File: config.mk
export PLATFORM = sky130hd
export DESIGN_NAME = viterbi_frame_ctrl
export DESIGN_NICKNAME = d
export VERILOG_FILES = /design/src/rtl/viterbi_frame_ctrl.sv
export SDC_FILE = /design/constraint.sdc
export NUM_CORES = 1
export LEC_CHECK = 0
export CORE_ASPECT_RATIO = 0.75
export CORE_MARGIN = 5
export CORE_UTILIZATION = 43
export DETAILED_ROUTE_END_ITERATION = 6
export HOLD_SLACK_MARGIN = 0.02
export PLACE_DENSITY = 0.71
export SLEW_MARGIN = 20
export SYNTH_ARGS = -nofsm -noshare
export SYNTH_HDL_FRONTEND = slang
export SYNTH_SLANG_ARGS = --single-unit
File: constraint.sdc
create_clock -name clk -period 3.9 [get_ports clk]
set_input_delay 0.39 -clock clk [delete_from_list [all_inputs] [get_ports clk]]
set_output_delay 0.39 -clock clk [all_outputs]
set_load 0.005 [all_outputs]
File: src/rtl/viterbi_frame_ctrl.sv
// Viterbi decoder front-half sequencer: frame intake, slicer pacing,
// aligned BM/ACS enables, drain and traceback handoff.
`ifndef CODE_RATE_2
`define CODE_RATE_2 1'b0
`endif
`ifndef CODE_RATE_3
`define CODE_RATE_3 1'b1
`endif

module viterbi_frame_ctrl #(
    parameter int FRAME_W   = 16,
    parameter int SLICE_LAT = 1,
    parameter int BM_LAT    = 1
) (
    input  logic               clk,
    input  logic               rst,
    input  logic               i_start,
    input  logic               i_code_rate,
    input  logic               i_frame_valid,
    input  logic [FRAME_W-1:0] i_frame,
    input  logic               i_frame_last,
    output logic               o_frame_ready,
    output logic [FRAME_W-1:0] o_data_frame,
    output logic               o_code_rate,
    output logic               o_slice_clr,
    output logic               o_en_s,
    output logic               o_en_bm,
    output logic               o_en_acs,
    output logic               o_en_t,
    input  logic               i_t_done,
    output logic [15:0]        o_step_cnt,
    output logic               o_busy,
    output logic               o_done
);

    typedef enum logic [2:0] {
        IDLE,
        LOAD,
        SLICE,
        FLUSH,
        TRACE,
        DONE
    } state_t;

    localparam logic [7:0] SPF2_M1 = 8'(FRAME_W / 4 - 1);
    localparam logic [7:0] SPF3_M1 = 8'(FRAME_W / 6 - 1);

    state_t               state;
    logic [7:0]           cnt;
    logic                 last_frame;
    logic [SLICE_LAT-1:0] s_pipe;
    logic [BM_LAT-1:0]    b_pipe;
    logic                 pipes_empty;

    assign o_en_bm     = s_pipe[SLICE_LAT-1];
    assign o_en_acs    = b_pipe[BM_LAT-1];
    assign pipes_empty = (s_pipe == '0) && (b_pipe == '0);

    // Delay lines aligning BM and ACS enables to their data; free-running.
    always_ff @(posedge clk or negedge rst) begin
        if (!rst) begin
            s_pipe <= '0;
            b_pipe <= '0;
        end else begin
            s_pipe <= SLICE_LAT'({s_pipe, o_en_s});
            b_pipe <= BM_LAT'({b_pipe, o_en_bm});
        end
    end

    // Job sequencer with registered outputs and the ACS step counter.
    always_ff @(posedge clk or negedge rst) begin
        if (!rst) begin
            state         <= IDLE;
            cnt           <= '0;
            last_frame    <= 1'b0;
            o_frame_ready <= 1'b0;
            o_data_frame  <= '0;
            o_code_rate   <= `CODE_RATE_2;
            o_slice_clr   <= 1'b0;
            o_en_s        <= 1'b0;
            o_en_t        <= 1'b0;
            o_step_cnt    <= '0;
            o_busy        <= 1'b0;
            o_done        <= 1'b0;
        end else begin
            o_slice_clr <= 1'b0;
            o_done      <= 1'b0;
            if (o_en_acs && (o_step_cnt != 16'hFFFF)) begin
                o_step_cnt <= o_step_cnt + 16'd1;
            end
            unique case (state)
                IDLE: begin
                    if (i_start) begin
                        o_code_rate   <= i_code_rate;
                        o_busy        <= 1'b1;
                        o_step_cnt    <= '0;
                        o_frame_ready <= 1'b1;
                        state         <= LOAD;
                    end
                end
                LOAD: begin
                    if (i_frame_valid && o_frame_ready) begin
                        o_data_frame  <= i_frame;
                        last_frame    <= i_frame_last;
                        o_slice_clr   <= 1'b1;
                        o_en_s        <= 1'b1;
                        o_frame_ready <= 1'b0;
                        cnt           <= (o_code_rate == `CODE_RATE_3)
                                         ? SPF3_M1 : SPF2_M1;
                        state         <= SLICE;
                    end
                end
                SLICE: begin
                    if (cnt == 8'd0) begin
                        o_en_s <= 1'b0;
                        if (last_frame) begin
                            state <= FLUSH;
                        end else begin
                            o_frame_ready <= 1'b1;
                            state         <= LOAD;
                        end
                    end else begin
                        cnt <= cnt - 8'd1;
                    end
                end
                FLUSH: begin
                    if (pipes_empty) begin
                        o_en_t <= 1'b1;
                        state  <= TRACE;
                    end
                end
                TRACE: begin
                    if (i_t_done) begin
                        o_en_t <= 1'b0;
                        o_busy <= 1'b0;
                        o_done <= 1'b1;
                        state  <= DONE;
                    end
                end
                DONE: begin
                    state <= IDLE;
                end
                default: begin
                    state <= IDLE;
                end
            endcase
        end
    end

endmodule

# Word-level counts from Yosys, hierarchy flattened
# Cells that the tools add are included.
# word_totals
memories,0
mem_bits_rw,0
rom_bits,0
in_bits,23
out_inout_bits,41
register_bits,53
latchBits,0
# classes
n_reduce_logical,17
add_sub_neg,2
mul,0
shift,0
bitwise,2
n_eq_ne,12
n_div,0
magnitude_cmp,0
n_mux,30
# op_table
operator,n
16-bit two-way mux,3
16-bit by 1-bit adder with 16-bit output (second input constant),1
8-bit two-way mux,2
16-bit != test (second input constant),1
8-bit one-hot mux with 2 select lines,1
3-bit two-way mux,5
3-bit one-hot mux with 5 select lines,1
2-bit != test (second input constant),7
1-bit two-way mux,12
3-bit AND reduction,4
5-bit AND reduction,2
8-bit zero test,1
8-bit by 1-bit subtractor with 8-bit output (second input constant),1
3-bit by 2-bit equality test with 1-bit output (second input constant),2
1-bit one-hot mux with 2 select lines,3
2-bit nonzero test,3
2-bit two-way mux,2
2-bit AND reduction,2
3-bit by 1-bit equality test with 1-bit output (second input constant),1
3-bit equality test (second input constant),1
1-bit logical AND,3
3-bit zero test,1
1-bit one-hot mux with 3 select lines,1
3-bit nonzero test,1
1-bit inverter,2

# Longest topological paths before layout
# logic_depth
ltp_word,5
mapped_depth,7
depth_no_buf,6

# Worst setup path after synthesis
# OpenSTA, ideal clock, no wires.
# synth_path
path_kind,register to register
startpoint,register cnt[0]
endpoint,register cnt[4]
t_arrival_ns,1.718
path_slack_ns,2.046
stages_incl_launch_ff,7
period_less_slack_ns,1.854
required_ns,3.764
cell_sequence,dfrtp_1 inv_1 ha_1 or4b_2 o311ai_0 or3_1 a21oi_1
# synth_via
elab_chain_cells,3
word_cells_on_any_way,6
cone_classes,add/sub: 1; eq/ne: 1; mux: 2; reduce/logical: 2
# synth_lines
item,line,text
from (decl),49,logic [7:0] cnt;
from (signal assigned),108,cnt <= (o_code_rate == `CODE_RATE_3)
from (signal assigned),123,cnt <= cnt - 8'd1;
8-bit by 1-bit subtractor with 8-bit output / 8-bit zero test (equally long branches),"123, 114",
8-bit two-way mux / 2-bit != test (equally long branches),n/a,
8-bit one-hot mux with 2 select lines / 3-bit AND reduction (equally long branches),n/a,
# Parallel ways exist; a longest one is shown, timed or not. The select of a mux whose other input is x is not followed.
# A chain may end at the register's enable or synchronous reset.

# Worst setup path after layout
# layout_path
startpoint,register cnt[0]
endpoint,register state[0]
# layout_via
elab_chain_cells,3
# layout_lines
item,line,text
8-bit zero test,114,if (cnt == 8'd0) begin
2-bit != test (no line),n/a,
5-bit AND reduction (no line),n/a,
to (signal assigned),110,state <= SLICE;
to (signal assigned),117,state <= FLUSH;
to (signal assigned),120,state <= LOAD;
to (decl),48,state_t state;
# Every way passes these cells.

==> metrics <==
dpl cell area=3290 um2; endpoints failing setup=0; crit share post-route=56.2%; Die ar.=7680 um2; routed len/inst=14.7 um; Seq cells post-synth=53; Clock Tree Buf Depth=2; row count=24; YS warnings=0; n_diodes=0; total negative slack=0 ns; Crit Path Category=register to register; worst-skew pair later-pin latency=0.31 ns; IO Pins=64; status=finished, final reports clean; Hold WS=0.417 ns; Async S/R FF share, synth=100%; top cells by area, synth=dfrtp_1, nand2_1, a21oi_1, nand3_1, nor3_1; Final Hold Viols=0; synthesized instance count=284; crit path DAT=2.42 ns; slowest stage delay, CP=0.52 ns; Max-Cap Viols=0; TritonCTS clock tree=yes; H-tree depth=2; Synth Flop Type=dfrtp_1; Worst EP required=4.13 ns; Yosys cell types=43; Initial Util=44.4%; final antenna-violating net count=0; Clk pin slew, worst setup/hold paths=0.10 ns; total number of vias=2319; TritonRoute pass-1 iters=4; biggest area consumer among synthesized cells=dfrtp_1; initial antenna violation count=0; Critical Path, Cell by Cell=inv_1 > ha_1 > nor4b_1 > a21oi_1 > or4_1 > o211ai_1; Total GRT Usage=17.1%; Critical Path Fanout Max=5; setup bufs post-CTS=0; power per cell area=281 nW/um2; Fmax=0.456 GHz; reg2reg path depth=6; GR Overflow Total=0; fin area=3420 um2; Post-Syn Nets=310; die height=77.2 um; clock sinks=53; DRT iter0 DRCs=158; CP startpoint kind=register; slew margin rel.=53.9%; Layout fillers=532; peak supply drop=132 uV; Layout area overhead=32.1%; Hold WC Path Type=register to register; IO buf count=63; Synth top area share=51.3%; Die W=99.6 um; clk_skew=0.00930 ns; Residual DRC=0; RSZ-0062 raised after global routing=no; top cells by count, synth=nand2_1, dfrtp_1, a21oi_1, nor2_1, nand3_1; vias per cell=5.43; fin crit period=2.19 ns; Lkg Pwr=0.00154 uW; core area=5830 um2; Worst Max-Slew Pin Slew=0.685 ns; Max Slew Vio Count=0; total clock buffers created by CTS=5; cell count along the critical path=6; RD Place Congestion=0.871; sequential area share after synthesis=51.3%; Post-Syn Area=2590 um2; Critical Path Slowest Stage Cell=nor4b_1; clk root buf=clkbuf_8; largest net degree at the start of global routing=42; Synth Area per Inst=9.11 um2; Final Non-Filler Cells=427; Worst Path Buf+Inv=1; hold path cells=0; hpwl dp=4570 um; Placed Instances=418; most common cell in the netlist=nand2_1; EDFF count, synth=0; Critical Path Sink Type=register; fin nets=374; first-pass GRT wire length=10800 um; CP top delay family=simple AND/OR/NAND/NOR gates; Detailed Route WL=6260 um; number of global-route vias before repair=2216; layout cells sized above 1=4.58%
-- worst register-to-register path: stages, from the launching register on --
cell,delay (ns)
dfrtp_1,0.43
inv_1,0.12
ha_1,0.18
nor4b_1,0.52
a21oi_1,0.25
or4_1,0.52
o211ai_1,0.10
-- final timing paths --
| check | from | endpoint | slack [ns] |
|---|---|---|---|
| setup / recovery | cnt[0] | state[0] | 1.71 |
| hold / removal | o_en_bm | o_en_acs | 0.42 |
| setup reg to reg | cnt[0] | state[0] | 1.71 |
| hold reg to reg | o_en_bm | o_en_acs | 0.42 |
| max in group asynchronous | rst | cnt[6] | 2.62 |
| min in group asynchronous | rst | o_en_acs | 0.48 |
-- layout make-up --
| type | instances | area [um2] | area share (%) |
|---|---|---|---|
| well taps | 78 | 97.6 | 2.86 |
| flip-flops and latches | 53 | 1330 | 38.8 |
| clock inverters | 3 | 46.3 | 1.36 |
| repair buffers | 66 | 651 | 19.0 |
| clock buffers | 5 | 68.8 | 2.01 |
| multi-input cells | 211 | 1180 | 34.7 |
| inverters | 11 | 41.3 | 1.21 |
-- metal layers --
metal | track usage (%) | wire [um] | vias up | share of wire, %
met1 | 24.4 | 3030 | 1089 | 48
met4 | 3.55 | 27 | 0 | 0.43
li1 | - | - | 1151 | -
met2 | 25.6 | 2740 | 75 | 44
met5 | 0 | 0 | - | 0
met3 | 5.08 | 463 | 4 | 7.4
-- kinds of logic after synthesis --
logic type	synth area share [%]
and+or+nand+nor	30.5
buffers and inverters	2.90
muxes	1.55
adders and majority gates	1.45
AOI/OAI and AO/OA	12.3
DFF	51.3
-- per-stage QoR --
stage	power [uW]	util [%]	setup WS, ns
after floorplan	560	-	2.05
after global placement	594	56.5	1.79
after detailed placement	594	56.5	1.73
after CTS	974	58.6	1.73
after global routing	989	58.6	1.62
final	959	58.6	1.71
-- layout by cell type (no fill, tap or decap), types with 3 or more instances in the layout --
cell type and instances:
a21oi_1 13, a41o_1 3, and3_1 5, and4_1 6, clkbuf_8 5, clkdlybuf4s50_1 62
dfrtp_1 53, ha_1 3, inv_1 11, mux2i_1 4, nand2_1 74, nand2b_1 5
nand3_1 12, nand4_1 8, nor2_1 13, nor3_1 11, nor4_1 3, o211ai_1 5
o21ai_0 8, o31ai_1 4, or3_1 3, or4_1 5
-- power breakdown --
part / internal [uW] / total [uW] / switching, uW
clock network: 192 / 376 / 184
logic: 20.1 / 34.2 / 14.1
registers: 549 / 549 / 0
-- flip-flops by register name, summed over array words and instances (netlist names) --
| signal | flops |
|---|---|
| o_data_frame | 16 |
| o_step_cnt | 16 |
| cnt | 8 |
| state | 3 |
| last_frame | 1 |
| o_busy | 1 |
| o_code_rate | 1 |
| o_done | 1 |
| o_en_acs | 1 |
| o_en_bm | 1 |
| o_en_s | 1 |
| o_en_t | 1 |
| o_frame_ready | 1 |
| o_slice_clr | 1 |
-- timing repair --
item | 4_1_cts | 5_1_grt
hold buffers | 1 | 0
endpoints found under the hold margin | 12 | 0
gates resized for setup | 0 | 0
No activity file was read; power rests on OpenSTA's default activity.
